**config.mk**
```make
export PLATFORM = sky130hd
export DESIGN_NAME = ami_req_arbiter_flat
export DESIGN_NICKNAME = d
export VERILOG_FILES = /design/src/rtl/ami_req_arbiter_pkg.sv /design/src/rtl/ami_req_arbiter_if.sv /design/src/rtl/ami_route_fifo.sv /design/src/rtl/ami_req_arbiter.sv /design/src/flat_wrapper.sv
export SDC_FILE = /design/constraint.sdc
export NUM_CORES = 1
export LEC_CHECK = 0
export BUFFER_PORTS_ARGS = -buffer_cell sky130_fd_sc_hd__buf_4
export CAP_MARGIN = 5
export CORE_AREA = 2 2 219 221
export CTS_BUF_LIST = sky130_fd_sc_hd__clkbuf_4
export DETAILED_ROUTE_END_ITERATION = 16
export DIE_AREA = 0 0 221 223
export GPL_TIMING_DRIVEN = 0
export HOLD_SLACK_MARGIN = 0.12
export MAX_ROUTING_LAYER = met4
export REMOVE_ABC_BUFFERS = 1
export SLEW_MARGIN = 5
export SYNTH_ARGS = -nofsm -noshare
export SYNTH_HDL_FRONTEND = slang
export SYNTH_HIERARCHICAL = 1
export SYNTH_SLANG_ARGS = --single-unit
```
**constraint.sdc**
```tcl
create_clock -name clk -period 3.73 [get_ports clk]
set_input_delay 0.373 -clock clk [delete_from_list [all_inputs] [get_ports clk]]
set_output_delay 0.373 -clock clk [all_outputs]
set_load 0.02 [all_outputs]
```
**src/rtl/ami_req_arbiter_pkg.sv**
```systemverilog
// ---------------------------------------------------------------------------
// ami_arb_pkg
// Shared types and helpers for the AMI request arbiter.
//   req_id_t    : requester id (1 bit), REQ_RD = read port, REQ_WR = write port
//   ami_req_t   : one request as held in the registered output stage
//   clog2       : ceiling log2 for parameter arithmetic
// The struct field widths below are the widest address/data/size the arbiter
// supports; the arbiter's ADDR_W/DATA_W/SIZE_W parameters must not exceed them.
// ---------------------------------------------------------------------------
package ami_arb_pkg;

    typedef logic req_id_t;

    localparam req_id_t REQ_RD = 1'b0;
    localparam req_id_t REQ_WR = 1'b1;

    localparam int AMI_ADDR_W = 32;
    localparam int AMI_DATA_W = 64;
    localparam int AMI_SIZE_W = 8;

    typedef struct packed {
        logic                  is_write;
        logic [AMI_ADDR_W-1:0] addr;
        logic [AMI_DATA_W-1:0] data;
        logic [AMI_SIZE_W-1:0] size;
    } ami_req_t;

    // Ceiling log2; clog2(1) = 0.
    function automatic int clog2(input int value);
        int result;
        int rem;
        result = 0;
        rem    = value - 1;
        while (rem > 0) begin
            result = result + 1;
            rem    = rem >> 1;
        end
        return result;
    endfunction

endpackage

```
**src/rtl/ami_req_arbiter_if.sv**
```systemverilog
// ---------------------------------------------------------------------------
// ami_arb_if
// Handshake bundle around the AMI request arbiter: the two requester request
// ports, the shared memory request/response port and the two requester
// response ports.
//   slave  : the arbiter's view (takes requests, drives the memory side)
//   master : the environment's view (accelerator + memory model)
// Packed per-requester vectors: requester i lives at [i*W +: W].
// ---------------------------------------------------------------------------
interface ami_arb_if #(
    parameter int ADDR_W = 32,
    parameter int DATA_W = 64,
    parameter int SIZE_W = 8
);

    // requester -> arbiter
    logic [1:0]          req_valid;
    logic [1:0]          req_is_write;
    logic [2*ADDR_W-1:0] req_addr;
    logic [2*DATA_W-1:0] req_data;
    logic [2*SIZE_W-1:0] req_size;
    logic [1:0]          req_grant;

    // arbiter -> memory
    logic                mem_req_valid;
    logic                mem_req_is_write;
    logic [ADDR_W-1:0]   mem_req_addr;
    logic [DATA_W-1:0]   mem_req_data;
    logic [SIZE_W-1:0]   mem_req_size;
    logic                mem_req_ready;

    // memory -> arbiter
    logic                mem_resp_valid;
    logic [DATA_W-1:0]   mem_resp_data;
    logic                mem_resp_ready;

    // arbiter -> requester responses
    logic [1:0]          resp_valid;
    logic [DATA_W-1:0]   resp_data;
    logic [1:0]          resp_grant;

    modport slave (
        input  req_valid, req_is_write, req_addr, req_data, req_size,
        output req_grant,
        output mem_req_valid, mem_req_is_write, mem_req_addr, mem_req_data, mem_req_size,
        input  mem_req_ready,
        input  mem_resp_valid, mem_resp_data,
        output mem_resp_ready,
        output resp_valid, resp_data,
        input  resp_grant
    );

    modport master (
        output req_valid, req_is_write, req_addr, req_data, req_size,
        input  req_grant,
        input  mem_req_valid, mem_req_is_write, mem_req_addr, mem_req_data, mem_req_size,
        output mem_req_ready,
        output mem_resp_valid, mem_resp_data,
        input  mem_resp_ready,
        input  resp_valid, resp_data,
        output resp_grant
    );

endinterface

```
**src/rtl/ami_route_fifo.sv**
```systemverilog
// ---------------------------------------------------------------------------
// ami_route_fifo
// In-order FIFO of 1-bit requester ids. The head is visible combinationally so
// a response can be steered in the cycle it arrives.
// Ports:
//   clk, rst         clock, asynchronous active-low reset
//   push, push_id    enqueue an id (ignored when full)
//   pop              dequeue the head (ignored when empty)
//   head_id          id at the head of the FIFO
//   empty, full      status
//   count            occupancy, 0..DEPTH
// DEPTH must be a power of two; the pointers wrap naturally.
// ---------------------------------------------------------------------------
module ami_route_fifo
    import ami_arb_pkg::*;
#(
    parameter int DEPTH = 8
) (
    input  logic                     clk,
    input  logic                     rst,
    input  logic                     push,
    input  req_id_t                  push_id,
    input  logic                     pop,
    output req_id_t                  head_id,
    output logic                     empty,
    output logic                     full,
    output logic [clog2(DEPTH):0]    count
);

    localparam int PTR_W = clog2(DEPTH);

    logic [PTR_W-1:0] wr_ptr_reg;
    logic [PTR_W-1:0] rd_ptr_reg;
    logic [PTR_W:0]   count_reg;
    logic [DEPTH-1:0] slot_vec;
    logic             push_en;
    logic             pop_en;

    assign push_en = push & ~full;
    assign pop_en  = pop & ~empty;

    // One register per entry, written only when the write pointer selects it.
    genvar gi;
    generate
        for (gi = 0; gi < DEPTH; gi++) begin : g_slot
            req_id_t slot_reg;
            always_ff @(posedge clk or negedge rst) begin
                if (!rst) begin
                    slot_reg <= REQ_RD;
                end else if (push_en && (wr_ptr_reg == PTR_W'(gi))) begin
                    slot_reg <= push_id;
                end
            end
            assign slot_vec[gi] = slot_reg;
        end
    endgenerate

    always_ff @(posedge clk or negedge rst) begin
        if (!rst) begin
            wr_ptr_reg <= '0;
            rd_ptr_reg <= '0;
            count_reg  <= '0;
        end else begin
            if (push_en) begin
                wr_ptr_reg <= wr_ptr_reg + PTR_W'(1);
            end
            if (pop_en) begin
                rd_ptr_reg <= rd_ptr_reg + PTR_W'(1);
            end
            // Simultaneous push and pop leaves the occupancy unchanged.
            case ({push_en, pop_en})
                2'b10:   count_reg <= count_reg + (PTR_W+1)'(1);
                2'b01:   count_reg <= count_reg - (PTR_W+1)'(1);
                default: count_reg <= count_reg;
            endcase
        end
    end

    assign head_id = slot_vec[rd_ptr_reg];
    assign empty   = (count_reg == '0);
    // Occupancy never exceeds DEPTH = 2**PTR_W, so the MSB alone marks full.
    assign full    = count_reg[PTR_W];
    assign count   = count_reg;

endmodule

```
**src/rtl/ami_req_arbiter.sv**
```systemverilog
// ---------------------------------------------------------------------------
// ami_req_arbiter
// Shares one AMI memory port between requester 0 (reads) and requester 1
// (writes). A round-robin arbiter loads a one-entry registered output stage;
// a route FIFO remembers the owner of every issued request so in-order memory
// responses are steered back to the right requester.
// Ports:
//   clk               clock
//   rst               asynchronous active-low reset
//   bus (slave)       request, memory and response handshakes (ami_arb_if)
//   outstanding       issued-but-unanswered request count (route FIFO level)
//   grant_cnt0/1      per-requester grant counters
//   stall_cnt         cycles with a pending request and no grant
// Optional feature macro: AMI_ARB_PERF_EN enables the saturating performance
// counters; without it the three counter outputs are tied to zero.
// ---------------------------------------------------------------------------
module ami_req_arbiter
    import ami_arb_pkg::*;
#(
    parameter int ADDR_W  = 32,
    parameter int DATA_W  = 64,
    parameter int SIZE_W  = 8,
    parameter int MAX_OUT = 8,
    parameter int CNT_W   = 32
) (
    input  logic                    clk,
    input  logic                    rst,
    ami_arb_if.slave                bus,
    output logic [clog2(MAX_OUT):0] outstanding,
    output logic [CNT_W-1:0]        grant_cnt0,
    output logic [CNT_W-1:0]        grant_cnt1,
    output logic [CNT_W-1:0]        stall_cnt
);

    // ---------------------------------------------------------------------
    // Per-requester candidate requests, unpacked from the packed buses
    // ---------------------------------------------------------------------
    ami_req_t cand [2];

    genvar gi;
    generate
        for (gi = 0; gi < 2; gi++) begin : g_cand
            assign cand[gi].is_write = bus.req_is_write[gi];
            assign cand[gi].addr     = AMI_ADDR_W'(bus.req_addr[gi*ADDR_W +: ADDR_W]);
            assign cand[gi].data     = AMI_DATA_W'(bus.req_data[gi*DATA_W +: DATA_W]);
            assign cand[gi].size     = AMI_SIZE_W'(bus.req_size[gi*SIZE_W +: SIZE_W]);
        end
    endgenerate

    // ---------------------------------------------------------------------
    // State
    // ---------------------------------------------------------------------
    ami_req_t stage_reg;
    logic     mem_req_valid_reg;
    req_id_t  last_reg;

    logic     fifo_empty;
    logic     fifo_full;
    req_id_t  head_id;
    logic     fifo_pop;

    logic     slot_free;
    logic     can_accept;
    logic     grant_any;
    req_id_t  grant_id;
    logic [1:0] req_grant_int;

    // ---------------------------------------------------------------------
    // Arbitration
    // can_accept deliberately ignores a same-cycle response pop so the grant
    // path does not depend on the response handshake.
    // ---------------------------------------------------------------------
    assign slot_free  = ~mem_req_valid_reg | bus.mem_req_ready;
    assign can_accept = slot_free & ~fifo_full;

    always_comb begin
        grant_any = 1'b0;
        grant_id  = REQ_RD;
        if (can_accept) begin
            if (bus.req_valid[0] && bus.req_valid[1]) begin
                grant_any = 1'b1;
                grant_id  = ~last_reg;
            end else if (bus.req_valid[0]) begin
                grant_any = 1'b1;
                grant_id  = REQ_RD;
            end else if (bus.req_valid[1]) begin
                grant_any = 1'b1;
                grant_id  = REQ_WR;
            end
        end
    end

    always_comb begin
        req_grant_int = 2'b00;
        if (grant_any) begin
            req_grant_int = (grant_id == REQ_WR) ? 2'b10 : 2'b01;
        end
    end

    assign bus.req_grant = req_grant_int;

    // ---------------------------------------------------------------------
    // Registered output stage. A grant in the same cycle as a fire reloads
    // the stage directly, so back-to-back requests have no bubble.
    // ---------------------------------------------------------------------
    always_ff @(posedge clk or negedge rst) begin
        if (!rst) begin
            stage_reg         <= '0;
            mem_req_valid_reg <= 1'b0;
            last_reg          <= REQ_WR;   // requester 0 wins the first tie
        end else begin
            if (grant_any) begin
                stage_reg         <= cand[grant_id];
                mem_req_valid_reg <= 1'b1;
                last_reg          <= grant_id;
            end else if (bus.mem_req_ready) begin
                mem_req_valid_reg <= 1'b0;
            end
        end
    end

    assign bus.mem_req_valid    = mem_req_valid_reg;
    assign bus.mem_req_is_write = stage_reg.is_write;
    assign bus.mem_req_addr     = stage_reg.addr[ADDR_W-1:0];
    assign bus.mem_req_data     = stage_reg.data[DATA_W-1:0];
    assign bus.mem_req_size     = stage_reg.size[SIZE_W-1:0];

    // ---------------------------------------------------------------------
    // Route FIFO and response steering
    // ---------------------------------------------------------------------
    ami_route_fifo #(
        .DEPTH (MAX_OUT)
    ) u_route_fifo (
        .clk     (clk),
        .rst     (rst),
        .push    (grant_any),
        .push_id (grant_id),
        .pop     (fifo_pop),
        .head_id (head_id),
        .empty   (fifo_empty),
        .full    (fifo_full),
        .count   (outstanding)
    );

    logic       resp_hit;
    logic [1:0] resp_valid_int;

    // A response with nothing outstanding is dropped: no valid, no ready.
    assign resp_hit = bus.mem_resp_valid & ~fifo_empty;

    always_comb begin
        resp_valid_int = 2'b00;
        if (resp_hit) begin
            resp_valid_int = (head_id == REQ_WR) ? 2'b10 : 2'b01;
        end
    end

    assign bus.resp_valid     = resp_valid_int;
    assign bus.resp_data      = bus.mem_resp_data;
    assign bus.mem_resp_ready = ~fifo_empty & bus.resp_grant[head_id];
    assign fifo_pop           = bus.mem_resp_valid & bus.mem_resp_ready;

`ifndef SYNTHESIS
    always @(posedge clk) begin
        if (rst && bus.mem_resp_valid && fifo_empty) begin
            $display("%m: note: mem_resp_valid with no outstanding request, response ignored (t=%0t)", $time);
        end
    end
`endif

    // ---------------------------------------------------------------------
    // Performance counters (saturating)
    // ---------------------------------------------------------------------
`ifdef AMI_ARB_PERF_EN
    logic [CNT_W-1:0] grant_cnt_vec [2];

    generate
        for (gi = 0; gi < 2; gi++) begin : g_grant_cnt
            logic [CNT_W-1:0] cnt_reg;
            always_ff @(posedge clk or negedge rst) begin
                if (!rst) begin
                    cnt_reg <= '0;
                end else if (req_grant_int[gi] && (cnt_reg != '1)) begin
                    cnt_reg <= cnt_reg + CNT_W'(1);
                end
            end
            assign grant_cnt_vec[gi] = cnt_reg;
        end
    endgenerate

    logic [CNT_W-1:0] stall_cnt_reg;

    always_ff @(posedge clk or negedge rst) begin
        if (!rst) begin
            stall_cnt_reg <= '0;
        end else if ((|bus.req_valid) && !grant_any && (stall_cnt_reg != '1)) begin
            stall_cnt_reg <= stall_cnt_reg + CNT_W'(1);
        end
    end

    assign grant_cnt0 = grant_cnt_vec[0];
    assign grant_cnt1 = grant_cnt_vec[1];
    assign stall_cnt  = stall_cnt_reg;
`else
    assign grant_cnt0 = '0;
    assign grant_cnt1 = '0;
    assign stall_cnt  = '0;
`endif

endmodule

```
**src/flat_wrapper.sv**
```systemverilog
// flat-port wrapper written by rule: the top's interface ports become plain ports
module ami_req_arbiter_flat import ami_arb_pkg::*;
#(
    parameter int ADDR_W  = 32,
    parameter int DATA_W  = 64,
    parameter int SIZE_W  = 8,
    parameter int MAX_OUT = 8,
    parameter int CNT_W   = 32
)
  (clk, rst, outstanding, grant_cnt0, grant_cnt1, stall_cnt, bus_req_valid, bus_req_is_write, bus_req_addr, bus_req_data, bus_req_size, bus_req_grant, bus_mem_req_valid, bus_mem_req_is_write, bus_mem_req_addr, bus_mem_req_data, bus_mem_req_size, bus_mem_req_ready, bus_mem_resp_valid, bus_mem_resp_data, bus_mem_resp_ready, bus_resp_valid, bus_resp_data, bus_resp_grant);
  ami_arb_if #(.ADDR_W(ADDR_W), .DATA_W(DATA_W), .SIZE_W(SIZE_W)) bus_i ();
  input  logic clk;
  input  logic rst;
  output logic [clog2(MAX_OUT):0] outstanding;
  output logic [CNT_W-1:0] grant_cnt0;
  output logic [CNT_W-1:0] grant_cnt1;
  output logic [CNT_W-1:0] stall_cnt;
  input wire logic [$bits(bus_i.req_valid)-1:0] bus_req_valid;
  input wire logic [$bits(bus_i.req_is_write)-1:0] bus_req_is_write;
  input wire logic [$bits(bus_i.req_addr)-1:0] bus_req_addr;
  input wire logic [$bits(bus_i.req_data)-1:0] bus_req_data;
  input wire logic [$bits(bus_i.req_size)-1:0] bus_req_size;
  output wire logic [$bits(bus_i.req_grant)-1:0] bus_req_grant;
  output wire logic [$bits(bus_i.mem_req_valid)-1:0] bus_mem_req_valid;
  output wire logic [$bits(bus_i.mem_req_is_write)-1:0] bus_mem_req_is_write;
  output wire logic [$bits(bus_i.mem_req_addr)-1:0] bus_mem_req_addr;
  output wire logic [$bits(bus_i.mem_req_data)-1:0] bus_mem_req_data;
  output wire logic [$bits(bus_i.mem_req_size)-1:0] bus_mem_req_size;
  input wire logic [$bits(bus_i.mem_req_ready)-1:0] bus_mem_req_ready;
  input wire logic [$bits(bus_i.mem_resp_valid)-1:0] bus_mem_resp_valid;
  input wire logic [$bits(bus_i.mem_resp_data)-1:0] bus_mem_resp_data;
  output wire logic [$bits(bus_i.mem_resp_ready)-1:0] bus_mem_resp_ready;
  output wire logic [$bits(bus_i.resp_valid)-1:0] bus_resp_valid;
  output wire logic [$bits(bus_i.resp_data)-1:0] bus_resp_data;
  input wire logic [$bits(bus_i.resp_grant)-1:0] bus_resp_grant;
  assign bus_i.req_valid = bus_req_valid;
  assign bus_i.req_is_write = bus_req_is_write;
  assign bus_i.req_addr = bus_req_addr;
  assign bus_i.req_data = bus_req_data;
  assign bus_i.req_size = bus_req_size;
  assign bus_req_grant = bus_i.req_grant;
  assign bus_mem_req_valid = bus_i.mem_req_valid;
  assign bus_mem_req_is_write = bus_i.mem_req_is_write;
  assign bus_mem_req_addr = bus_i.mem_req_addr;
  assign bus_mem_req_data = bus_i.mem_req_data;
  assign bus_mem_req_size = bus_i.mem_req_size;
  assign bus_i.mem_req_ready = bus_mem_req_ready;
  assign bus_i.mem_resp_valid = bus_mem_resp_valid;
  assign bus_i.mem_resp_data = bus_mem_resp_data;
  assign bus_mem_resp_ready = bus_i.mem_resp_ready;
  assign bus_resp_valid = bus_i.resp_valid;
  assign bus_resp_data = bus_i.resp_data;
  assign bus_i.resp_grant = bus_resp_grant;
  ami_req_arbiter #(.ADDR_W(ADDR_W), .DATA_W(DATA_W), .SIZE_W(SIZE_W), .MAX_OUT(MAX_OUT), .CNT_W(CNT_W)) u_core (.clk(clk), .rst(rst), .bus(bus_i), .outstanding(outstanding), .grant_cnt0(grant_cnt0), .grant_cnt1(grant_cnt1), .stall_cnt(stall_cnt));
endmodule
```
== Word level (Yosys, flattened, before mapping) ==
Cells that the tools add are included.

* $lt $le $gt $ge: 3
* Multiplexer cells: 21
* Equal/unequal tests: 9
* Bitwise operators: 12
* $add $sub $neg: 4
* Reduce and logical (&&, ||, !) cells: 13

{| class="wikitable"
|+ Operators with widths
! kind !! count
|-
| $mux 105 || 3
|-
| $eq 3x3->1 const B || 4
|-
| $mux 1 || 12
|-
| $logic_and 1x1->1 || 9
|-
| $mux 2 || 4
|-
| $pmux 4 s2 || 1
|-
| $add 3x1->3 const B || 2
|-
| $and 1x1->1 || 6
|-
| $eq 3x2->1 const B || 2
|-
| $add 4x1->4 const B || 1
|-
| $logic_not 4->1 || 1
|-
| $lt 3x4->1 const B || 1
|-
| $not 1->1 || 4
|-
| $reduce_bool 2->1 || 2
|-
| $sub 4x1->4 const B || 1
|-
| $bmux 1 s3 || 1
|-
| $eq 3x1->1 const B || 1
|-
| $logic_not 3->1 || 1
|-
| $eq 2x1->1 const B || 1
|-
| $eq 2x2->1 const B || 1
|-
| $ge 2x2->1 const B || 1
|-
| $lt 1x2->1 const B || 1
|-
| $not 1->2 || 1
|-
| $or 1x1->1 || 1
|}

* Output and inout bits: 275
* Register bits: 125

== Logic depth before layout (Yosys ltp) ==
Gate-level depths: netlist of run 1.

* Depth after elaboration: 9
* Gate-level depth with buffers: 15
* Mapped depth without buffers: 12

== Modules after synthesis ==
The synthesis of run 1 kept the hierarchy.

{| class="wikitable"
|+ Modules (own cells, without submodules)
! module !! area each (um^2) !! instances !! seq. area each (um^2) !! cells an instance
|-
| ami_req_arbiter || 6,427.4 || 1 || 2,678.8 || 670
|-
| ami_route_fifo || 1,074.8 || 1 || 450.4 || 93
|}

== Worst setup path after synthesis of run 1 ==
Ideal clock, no wire load.

* Kind: flip-flop to flip-flop
* Start point: register u_core.u_route_fifo.rd_ptr_reg[0]
* End point: register u_core.u_route_fifo.count_reg[3] (netlist: u_core/u_route_fifo/count[3])
* Cell stages (with the launch flop): 13
* Setup slack: 0.266 ns
* Data arrival time: 3.330 ns
* Cell sequence: dfrtp_1 > mux4_1 > mux2_2 > mux2i_1 > nor2_1 > and2_1 > o41ai_4 > inv_2 > ha_1 > ha_1 > or4b_1 > o311ai_0 > o211ai_1

* Longest elaborated chain between the ends: 9
* Elaborated cells on any way between the ends: 11

{| class="wikitable"
|+ RTL lines
! element !! line !! source
|-
| start, declared || ami_route_fifo.sv:33 || <nowiki>logic [PTR_W-1:0] rd_ptr_reg;</nowiki>
|-
| start signal, assigned || ami_route_fifo.sv:68 || <nowiki>rd_ptr_reg <= rd_ptr_reg + PTR_W'(1);</nowiki>
|-
| $bmux 1 s3 * || ami_route_fifo.sv:79 || <nowiki>assign head_id = slot_vec[rd_ptr_reg];</nowiki>
|-
| $mux 1 (not written as such) * || ami_route_fifo.sv:79 ||
|-
| via u_core.head_id || ami_req_arbiter.sv:59 || <nowiki>req_id_t head_id;</nowiki>
|-
| $mux 1 (not written as such) * (2 in series) || ami_req_arbiter.sv:160 || <nowiki>assign bus.mem_resp_ready = ~fifo_empty & bus.resp_grant[head_id];</nowiki>
|-
| $and 1x1->1 * || ami_req_arbiter.sv:160 ||
|-
| via bus_mem_resp_ready || flat_wrapper.sv:32 || <nowiki>output wire logic [$bits(bus_i.mem_resp_ready)-1:0] bus_mem_resp_ready;</nowiki>
|-
| $and 1x1->1 * || ami_req_arbiter.sv:161 || <nowiki>assign fifo_pop = bus.mem_resp_valid & bus.mem_resp_ready;</nowiki>
|-
| via u_core.fifo_pop || ami_req_arbiter.sv:60 || <nowiki>logic fifo_pop;</nowiki>
|-
| $and 1x1->1 * || ami_route_fifo.sv:40 || <nowiki>assign pop_en = pop & ~empty;</nowiki>
|-
| via u_core.u_route_fifo.pop_en || ami_route_fifo.sv:37 || <nowiki>logic pop_en;</nowiki>
|-
| $eq 2x1->1 / $eq 2x2->1 (equally long branches) || ami_route_fifo.sv:71 || <nowiki>case ({push_en, pop_en})</nowiki>
|-
| $pmux 4 s2 / $reduce_bool 2->1 (equally long branches) || -- ||
|-
| end signal, assigned || ami_route_fifo.sv:72 || <nowiki>2'b10: count_reg <= count_reg + (PTR_W+1)'(1);</nowiki>
|-
| end signal, assigned || ami_route_fifo.sv:73 || <nowiki>2'b01: count_reg <= count_reg - (PTR_W+1)'(1);</nowiki>
|-
| end signal, assigned || ami_route_fifo.sv:74 || <nowiki>default: count_reg <= count_reg;</nowiki>
|-
| end, declared || ami_route_fifo.sv:34 || <nowiki>logic [PTR_W:0] count_reg;</nowiki>
|}

Mark *: on every way through the listed nets, which the timed path passes. The rest lies on a longest branch. The select of a mux whose other input is x is not followed.
A chain may end at the register's enable or synchronous reset.

== Worst setup path in the final report of run 1 ==
* Start point: register u_core.u_route_fifo.count_reg[3] (netlist: u_core/u_route_fifo/count[3])
* End point: register u_core.u_route_fifo.count_reg[3] (netlist: u_core/u_route_fifo/count[3])

* Elaborated cells on any way between the ends: 15

{| class="wikitable"
|+ RTL lines
! element !! line !! source
|-
| $not 1->1 * || ami_req_arbiter.sv:74 || <nowiki>assign can_accept = slot_free & ~fifo_full;</nowiki>
|-
| $and 1x1->1 * || ami_req_arbiter.sv:74 ||
|-
| $mux 1 * || ami_req_arbiter.sv:79 || <nowiki>if (can_accept) begin</nowiki>
|-
| via u_core.grant_any || ami_req_arbiter.sv:64 || <nowiki>logic grant_any;</nowiki>
|-
| $and 1x1->1 * || ami_route_fifo.sv:39 || <nowiki>assign push_en = push & ~full;</nowiki>
|-
| $eq 2x1->1 / $eq 2x2->1 (equally long branches) || ami_route_fifo.sv:71 ||
|-
| $pmux 4 s2 / $reduce_bool 2->1 (equally long branches) || -- ||
|}

Mark *: on every way through the listed nets, which the timed path passes. The rest lies on a longest branch.

==> results of run 1 <==
## power by group
part | switching (uW) | total, uW | internal [uW]
logic | 2610 | 5360 | 2750
clock network | 605 | 931 | 325
registers | 556 | 2560 | 2010
## logic make-up after synthesis
kind of cell / count (synthesis) / synth area share (%)
xor+xnor: 5 / 0.584
compound gates: 118 / 15.7
buf+inv: 245 / 20.9
fa+ha+maj: 11 / 1.93
other cells: 1 / 0.0500
mux: 13 / 2.33
simple gates: 245 / 16.7
flops: 125 / 41.7
## routing by layer
layer / global-route usage (%) / part of all wire (%) / routed length (um) / vias to the layer above
li1: - / - / - / 3481
met3: 11.9 / 17 / 6130 / 54
met2: 20.0 / 43 / 15100 / 538
met4: 5.54 / 2.7 / 937 / 0
met1: 14.5 / 37 / 13000 / 3826
met5: - / 0 / 0 / -
## area by class of cell
type,instances,share of cell area (%)
Multi-Input combinational cell,490,25.8
Inverter,11,0.333
Sequential cell,125,25.3
Antenna cell,6,0.121
Clock inverter,15,0.989
Tap cell,615,6.21
Timing Repair Buffer,565,40.3
Clock buffer,17,1.03
## stage by stage
step	setup TNS (ns)	setup WS (ns)	utilization (%)	hold slack, ns
detailed placement	-1.53	-0.858	21.0	0.372
global route	-0.00635	-0.00635	26.3	0.242
floorplan	-176.24	-2.46	-	0.0774
CTS	0	0.0587	26.3	0.152
global placement	-585.95	-5.45	20.3	0.473
finish	0	0.134	26.3	0.296
## repair_timing
action | in CTS | in global routing
endpoints found under the setup margin | 1 | 1
pin swaps | 1 | 0
resized for setup | 3 | 1
hold buffers | 215 | 0
gates cloned | 2 | 0
buffers inserted | 1 | 0
endpoints found under the hold margin | 235 | 0
## worst paths after layout
path | startpoint | cells after the start | end
max in group asynchronous | rst | 4 | u_core/bus.mem_req_addr[0]
max | u_core/u_route_fifo/count[3] | 10 | u_core/u_route_fifo/count[3]
min reg2reg | u_core/u_route_fifo/rd_ptr_reg[2] | 1 | u_core/u_route_fifo/rd_ptr_reg[2]
min in group asynchronous | rst | 3 | u_core/bus.mem_req_data[17]
max reg2reg | u_core/u_route_fifo/count[3] | 10 | u_core/u_route_fifo/count[3]
min | bus_req_data[5] | 4 | u_core/bus.mem_req_data[5]
## layout by cell type (no fill, tap or decap), types with 2 or more instances in the layout
| cell type | synthesis | final |
|---|---|---|
| nand2_1 | 118 | 118 |
| inv_1 | 10 | 10 |
| diode_2 | 0 | 6 |
| a221o_1 | 105 | 105 |
| clkinv_4 | 0 | 3 |
| buf_16 | 0 | 5 |
| nand3_1 | 5 | 5 |
| a21oi_1 | 2 | 2 |
| clkinv_2 | 0 | 6 |
| clkinvlp_4 | 0 | 2 |
| ha_1 | 10 | 9 |
| mux2_2 | 10 | 10 |
| nor3b_1 | 4 | 4 |
| buf_12 | 0 | 6 |
| buf_6 | 4 | 10 |
| o21ai_0 | 4 | 4 |
| inv_6 | 0 | 2 |
| clkbuf_4 | 0 | 17 |
| mux4_1 | 2 | 2 |
| nor4_1 | 106 | 106 |
| or3_2 | 0 | 2 |
| conb_1 | 1 | 96 |
| nor2_1 | 2 | 2 |
| xnor2_1 | 4 | 4 |
| nor2b_4 | 1 | 3 |
| dfrtp_1 | 124 | 123 |
| dlygate4sd3_1 | 0 | 214 |
| buf_4 | 162 | 330 |
## worst max-delay path: stages (launching register included)
cell and delay [ns]:
dfrtp_4 0.67, buf_16 0.30, or3_4 0.59, inv_1 0.13, nor2b_4 0.26, inv_1 0.11, ha_2 0.25, ha_1 0.35
or4b_1 0.55, o311ai_0 0.12, o211ai_1 0.12
==> flow_metrics.env, run 1 <==
export IMPL_status="finished clean"
export IMPL_worst_pin_slew_ns=1.02
export IMPL_period_needed_ns=3.60
export IMPL_synth_edf_count=0
export IMPL_drv_slew=0
export IMPL_antenna_found_initial=4
export IMPL_fill_cells=4946
export IMPL_pwr_density_cell_nw_per_um2=714
export IMPL_post_route_period_util_pct=96.4
export IMPL_initialDrtViolationCount=477
export IMPL_ys_flop_type="dfrtp_1"
export IMPL_power_total_uw=8850
export IMPL_setup_viol=0
export IMPL_fin_nets=1503
export IMPL_grt_pass1_vias=7941
export IMPL_post_place_cells=1588
export IMPL_clock_sinks=125
export IMPL_gp_congestion=0.770
export IMPL_grt_first_pass_wirelength_mm=50.4
export IMPL_start_kind="flop"
export IMPL_cts_buffers_inserted=17
export IMPL_yosysWarnings=6
export IMPL_netlist_top_cell_by_area="dfrtp_1"
export IMPL_syn_to_final_growth_pct=65.2
export IMPL_drcViolationCount=0
export IMPL_seq_area_um2=3130
export IMPL_path_max_fanout=70
export IMPL_skew_ns=0.0192
export IMPL_syn_instance_count=763
export IMPL_vdd_ir_drop_max_v=0.000527
export IMPL_io_pins=557
export IMPL_place_area_um2=9920
export IMPL_routedWlPerCell_um=19.1
export IMPL_cap_viol_max_count=0
export IMPL_synth_seq_cells=125
export IMPL_ant_nets=0
export IMPL_synth_common_cells="buf_4 (162), dfrtp_1 (124), nand2_1 (118)"
export IMPL_grtUsageTotal_pct=14.3
export IMPL_grt_max_degree=110
export IMPL_largest_reg_flops=64
export IMPL_vias_per_cell=4.28
export IMPL_htreeDepth=4
export IMPL_async_reset_ff_share_pct=100
export IMPL_synthTopCellsByArea="dfrtp_1 (41%), buf_4 (16%), a221o_1 (14%)"
export IMPL_std_cell_rows=80
export IMPL_die_width_um=221
export IMPL_synth_top_area_share_pct=41.4
export IMPL_num_vias=7899
export IMPL_clkTransAtPathRegs_ns=0.13
export IMPL_relSlewSlack_pct=31.9
export IMPL_syn_avg_cell_area_um2=9.83
export IMPL_die_h_um=223
export IMPL_ff2ff_setup_slack_ns=0.13
export IMPL_core_area_um2=47100
export IMPL_ys_seq_area_share_pct=41.7
export IMPL_leakagePower_uw=0.00575
export IMPL_synthesis_area_um2=7500
export IMPL_clkLatencyLatePin_ns=0.70
export IMPL_cp_arrival_ns=4.16
export IMPL_dieArea_um2=49300
export IMPL_hold_class="in -> reg"
export IMPL_tritoncts="yes"
export IMPL_grt_overflow_total=0
export IMPL_fmax_ghz=0.278
export IMPL_multi_input_area_um2=3200
export IMPL_ys_types=41
export IMPL_yosysMostFrequentCell="buf_4"
export IMPL_ctsLongestPathBuffers=2
export IMPL_hold_viol=0
export IMPL_final_area_um2=12400
export IMPL_critPathKind="reg -> reg"
export IMPL_drive_gt1_share_pct=33.1
export IMPL_initial_utilization_pct=15.9
export IMPL_first_pass_iters=6
export IMPL_fin_cells=1844
export IMPL_port_buffers=332
export IMPL_cp_end_kind="flop"
export IMPL_required_ns=4.30
export IMPL_cts_root_buf="clkbuf_4"
export IMPL_hpwl_mm=22.8
export IMPL_drt_wl_total_mm=35.2
Note: power is estimated with default switching activity, not from simulation.
==> run 2: changes to the inputs <==
Settings changed: ABC_CLOCK_PERIOD_IN_PS from default to 3730, CTS_BUF_LIST sky130_fd_sc_hd__clkbuf_4 to default, PLACE_DENSITY from default to 0.36.
==> run 2 against run 1 <==
Global-route usage up 0.59 points. Cell area fell by 4.8%. Register-to-register slack gained 0.14 ns. Cell count down 5.6%. Maximum frequency up 3.9%. Combinational power fell by 14%. Highest routed layer unchanged.
==> flow_metrics.env, run 2 (same netlist as run 1, synthesis figures left out) <==
export IMPL_hold_viol=0
export IMPL_std_cell_rows=80
export IMPL_io_pins=557
export IMPL_cp_arrival_ns=3.80
export IMPL_critPathBufInv=1
export IMPL_grt_max_degree=110
export IMPL_drt_wl_total_mm=36.1
export IMPL_ctsLongestPathBuffers=2
export IMPL_grt_pass1_vias=7573
export IMPL_die_width_um=221
export IMPL_tritoncts="yes"
export IMPL_initialDrtViolationCount=451
export IMPL_cts_buffers_inserted=17
export IMPL_period_needed_ns=3.46
export IMPL_relSlewSlack_pct=41.0
export IMPL_gp_congestion=0.691
export IMPL_r2r_cells=12
export IMPL_vdd_ir_drop_max_v=0.000390
export IMPL_timing_rr_start="u_core/u_route_fifo/rd_ptr_reg[0]"
export IMPL_ff2ff_setup_slack_ns=0.27
export IMPL_largest_reg_flops=64
export IMPL_hpwl_mm=24.7
export IMPL_cap_viol_max_count=0
export IMPL_skew_ns=0.0133
export IMPL_clkLatencyLatePin_ns=0.48
export IMPL_cts_root_buf="clkbuf_16"
export IMPL_power_total_uw=8990
export IMPL_ant_nets=0
export IMPL_post_route_period_util_pct=92.8
export IMPL_core_area_um2=47100
export IMPL_drv_slew=0
export IMPL_max_stage_delay_ns=0.57
export IMPL_leakagePower_uw=0.00545
export IMPL_final_common_cell="buf_4"
export IMPL_clock_sinks=125
export IMPL_initial_utilization_pct=15.9
export IMPL_dieArea_um2=49300
export IMPL_min_from="bus_req_data[36]"
export IMPL_rsz0062_at_grt="false"
export IMPL_worst_pin_slew_ns=0.885
export IMPL_syn_to_final_growth_pct=57.2
export IMPL_clkTransAtPathRegs_ns=0.07
export IMPL_pwr_density_cell_nw_per_um2=762
export IMPL_fmax_ghz=0.289
export IMPL_vias_per_cell=4.23
export IMPL_worstPathCellList="mux4_1 > mux2_2 > mux2i_1 > nor2_1 > and2_1 > o41ai_4 > inv_2 > ha_2 > ha_1 > or4b_1 > o311ai_0 > o211ai_1"
export IMPL_critPathKind="reg -> reg"
export IMPL_final_cell_mix="buf_4 (335), dfrtp_1 (122), nand2_1 (118)"
export IMPL_worstHoldPathCells=4
export IMPL_port_buffers=332
export IMPL_num_vias=7364
export IMPL_setup_viol=0
export IMPL_htreeDepth=4
export IMPL_cp_top_family="multiplexers"
export IMPL_r2r_end="u_core/u_route_fifo/count[3]"
export IMPL_n_antenna_cell=0
export IMPL_path_max_fanout=9
export IMPL_drcViolationCount=0
export IMPL_cp_end_kind="flop"
export IMPL_first_pass_iters=5
export IMPL_die_h_um=223
export IMPL_grtUsageTotal_pct=14.9
export IMPL_drive_gt1_share_pct=36.9
export IMPL_antenna_found_initial=0
export IMPL_status="finished clean"
export IMPL_grt_first_pass_wirelength_mm=51.7
export IMPL_setup_slack_ns=0.269
export IMPL_hold_class="in -> reg"
export IMPL_min_to="u_core/bus.mem_req_data[36]"
export IMPL_start_kind="flop"
export IMPL_fin_nets=1405
export IMPL_routedWlPerCell_um=20.8
export IMPL_slowest_stage="mux4_1"
export IMPL_preCtsSetupSlack_ns=-1.04
export IMPL_required_ns=4.07
export IMPL_grt_overflow_total=0
==> run 2: power breakdown <==
part | total (uW) | leakage, uW | internal [uW] | switching [uW]
Clock | 1870 | 0.000303 | 1150 | 721
Combinational | 4600 | 0.00361 | 2050 | 2550
Sequential | 2520 | 0.00154 | 2020 | 502
==> run 2: metrics by stage <==
step	utilization (%)	cells	hold slack [ns]	cell area, um2	setup TNS (ns)
after CTS	24.9	1735	0.291	11700	0
final	25.0	1740	0.339	11800	0
after global placement	20.3	1571	0.471	9590	-757.74
after floorplan	-	624	0.0774	6330	-176.24
after global routing	25.0	1740	0.310	11800	0
after detailed placement	21.3	1594	0.324	10000	-2.32
==> run 2: worst max path at each step <==
stage	start	endpoint	slack, ns	cells after the start
after floorplan	u_core/u_route_fifo/count[3]	u_core/u_route_fifo/count[3]	-2.46	9
after global placement	u_core/u_route_fifo/count[3]	u_core/u_route_fifo/count[3]	-6.75	9
after detailed placement	bus_req_valid[0]	u_core/u_route_fifo/count[3]	-1.04	11
after CTS	u_core/u_route_fifo/count[3]	u_core/u_route_fifo/count[3]	0.03	10
after global routing	u_core/u_route_fifo/rd_ptr_reg[0]	u_core/u_route_fifo/count[3]	0.04	12
final	u_core/u_route_fifo/rd_ptr_reg[0]	u_core/u_route_fifo/count[3]	0.27	12
==> run 2: per-layer routing <==
metal / wire (um) / share of wire [%] / GRT usage [%]
met1: 15400 / 43 / 17.5
met4: 618 / 1.7 / 4.59
met5: 0 / 0 / -
met3: 4580 / 13 / 9.60
met2: 15500 / 43 / 20.5
==> run 2: worst min-delay path: cells and delay by family <==
kind            cells  cell delay [ns]
buf+inv             1             0.07
compound gates      1             0.14
simple gates        2             0.20
==> run 2: what timing repair did <==
item	4_1_cts	5_1_grt
resized for setup	4	2
setup endpoints to repair	3	1
hold buffers	106	0
buffers inserted	1	5
hold endpoints to repair	153	0
pin swaps	1	1
gates cloned	2	0
==> run 2: layout make-up <==
cell class,instances,area [um2]
fill,5074,35400
timing repair buffer,467,4030
multi-input combinational,490,3200
sequential,125,3130
tap,615,769
clock buffer,21,460
clock inverter,11,164
inverter,11,41.3
==> run 3: changes to the inputs <==
Settings changed: REMOVE_ABC_BUFFERS 1 to default.
==> run 3 against run 2 <==
Setup slack got worse by 0.052 ns. Total power shrank 1.3%. Routed wire length hardly changed. Non-clock buffer count rose by 233. Worst hold slack got worse by 0.18 ns. Sequential cell count did not move. Largest power group unchanged.
==> flow_metrics.env, run 3 (same netlist as run 1, synthesis figures left out) <==
export IMPL_post_place_cells=1869
export IMPL_relSlewSlack_pct=40.2
export IMPL_grt_overflow_total=0
export IMPL_cp_arrival_ns=3.84
export IMPL_hold_viol=0
export IMPL_status="finished clean"
export IMPL_tritoncts="yes"
export IMPL_leakagePower_uw=0.00634
export IMPL_grt_max_degree=71
export IMPL_core_area_um2=47100
export IMPL_fin_cells=1971
export IMPL_drcViolationCount=0
export IMPL_grt_first_pass_wirelength_mm=53.4
export IMPL_dieArea_um2=49300
export IMPL_rsz0062_at_grt="false"
export IMPL_clock_sinks=125
export IMPL_final_cell_mix="buf_4 (559), dfrtp_1 (123), nand2_1 (118)"
export IMPL_port_buffers=395
export IMPL_setup_viol=0
export IMPL_drv_slew=0
export IMPL_std_cell_rows=80
export IMPL_fmax_ghz=0.285
export IMPL_path_max_fanout=10
export IMPL_ctsLongestPathBuffers=2
export IMPL_slowest_stage="or4b_1"
export IMPL_routedWlPerCell_um=18.3
export IMPL_drt_wl_total_mm=36.1
export IMPL_start_kind="flop"
export IMPL_vias_per_cell=3.95
export IMPL_die_h_um=223
export IMPL_syn_to_final_growth_pct=72.0
export IMPL_num_vias=7790
export IMPL_first_pass_iters=5
export IMPL_clkLatencyLatePin_ns=0.46
export IMPL_largest_reg_flops=64
export IMPL_ant_nets=0
export IMPL_vdd_ir_drop_max_v=0.000330
export IMPL_hold_slack_ns=0.156
export IMPL_worst_pin_slew_ns=0.898
export IMPL_drive_gt1_share_pct=45.8
export IMPL_htreeDepth=4
export IMPL_cts_root_buf="clkbuf_16"
export IMPL_max_stage_delay_ns=0.53
export IMPL_required_ns=4.05
export IMPL_cap_viol_max_count=0
export IMPL_cp_top_family="simple AND/OR/NAND/NOR gates"
export IMPL_final_util_pct=27.4
export IMPL_gp_congestion=0.758
export IMPL_initial_utilization_pct=15.9
export IMPL_hpwl_mm=27.9
export IMPL_die_width_um=221
export IMPL_grtUsageTotal_pct=14.9
export IMPL_critPathMostFrequentCell="buf_6"
export IMPL_io_pins=557
export IMPL_worstPathCellList="nor2b_4 > buf_6 > or3_1 > buf_4 > buf_6 > buf_6 > inv_1 > nor2b_1 > buf_4 > inv_1 > ha_2 > ha_1 > or4b_1 > o311ai_0 > o211ai_1"
export IMPL_grt_pass1_vias=8332
export IMPL_hold_class="in -> reg"
export IMPL_cp_end_kind="flop"
export IMPL_cts_buffers_inserted=17
export IMPL_pwr_density_cell_nw_per_um2=688
export IMPL_final_common_cell="buf_4"
export IMPL_critPathKind="reg -> reg"
export IMPL_fin_nets=1636
export IMPL_post_route_period_util_pct=94.2
export IMPL_clkTransAtPathRegs_ns=0.06
export IMPL_initialDrtViolationCount=417
export IMPL_skew_ns=0.00623
export IMPL_period_needed_ns=3.51
export IMPL_critPathBufInv=7
export IMPL_antenna_found_initial=1
-- run 3: metrics by stage --
stage | power, uW | TNS [ns] | worst slack (ns) | area (um2)
detailed placement | 7210 | -0.359 | -0.359 | 11600
CTS | 9050 | 0 | 0.0117 | 12900
finish | 8870 | 0 | 0.217 | 12900
global placement | 7210 | -0.372 | -0.372 | 11600
global route | 9470 | 0 | 0.0175 | 12900
floorplan | 5070 | 0 | 0.266 | 7860
-- run 3: layout make-up --
class                   instances  area (um2)
repair buffers                466        3690
plain buffers                 234        1540
flip-flops and latches        125        3130
inverters                      11        41.3
fillers                      5134       34200
diodes                          1        2.50
multi-input cells             488        3160
clock inverters                 8        90.1
well taps                     615         769
clock buffers                  23         478
-- run 3: path summary, 6_finish.rpt --
kind,cells after the start,startpoint,slack [ns],end
setup / recovery,15,u_core/bus.mem_req_valid,0.22,u_core/u_route_fifo/count[3]
hold / removal,2,bus_req_addr[48],0.16,u_core/bus.mem_req_addr[16]
setup reg to reg,15,u_core/bus.mem_req_valid,0.22,u_core/u_route_fifo/count[3]
hold reg to reg,1,u_core/u_route_fifo/rd_ptr_reg[2],0.48,u_core/u_route_fifo/rd_ptr_reg[2]
max in group asynchronous,3,rst,2.45,u_core/bus.mem_req_data[26]
min in group asynchronous,2,rst,0.46,u_core/bus.mem_req_addr[23]
-- run 3: where the power goes --
| group | total (uW) | switching [uW] | internal (uW) | leakage (uW) |
|---|---|---|---|---|
| clock | 1680 | 654 | 1020 | 0.000286 |
| sequential | 2470 | 455 | 2010 | 0.00154 |
| combinational | 4730 | 2690 | 2030 | 0.00451 |
-- run 3: repair_timing --
| item | in CTS | in global routing |
|---|---|---|
| pin swaps | 0 | 0 |
| setup buffers | 0 | 2 |
| hold buffers | 68 | 0 |
| gates cloned | 0 | 0 |
| setup endpoints to repair | 2 | 1 |
| resized for setup | 4 | 1 |
| hold endpoints to repair | 122 | 0 |
-- run 3: routing by layer --
layer	track usage [%]	wire, um	vias to the layer above
met3	4.04	2080	26
li1	-	-	3749
met5	-	0	-
met1	17.8	15400	3713
met4	3.92	485	0
met2	24.7	18200	302
-- run 3: worst reg2reg max path, stage by stage, from the launching register on --
cell and delay (ns):
dfrtp_1 0.37, nor2b_4 0.15, buf_6 0.16, or3_1 0.35, buf_4 0.21, buf_6 0.18, buf_6 0.15, inv_1 0.06
nor2b_1 0.13, buf_4 0.17, inv_1 0.08, ha_2 0.24, ha_1 0.35, or4b_1 0.53, o311ai_0 0.13, o211ai_1 0.13
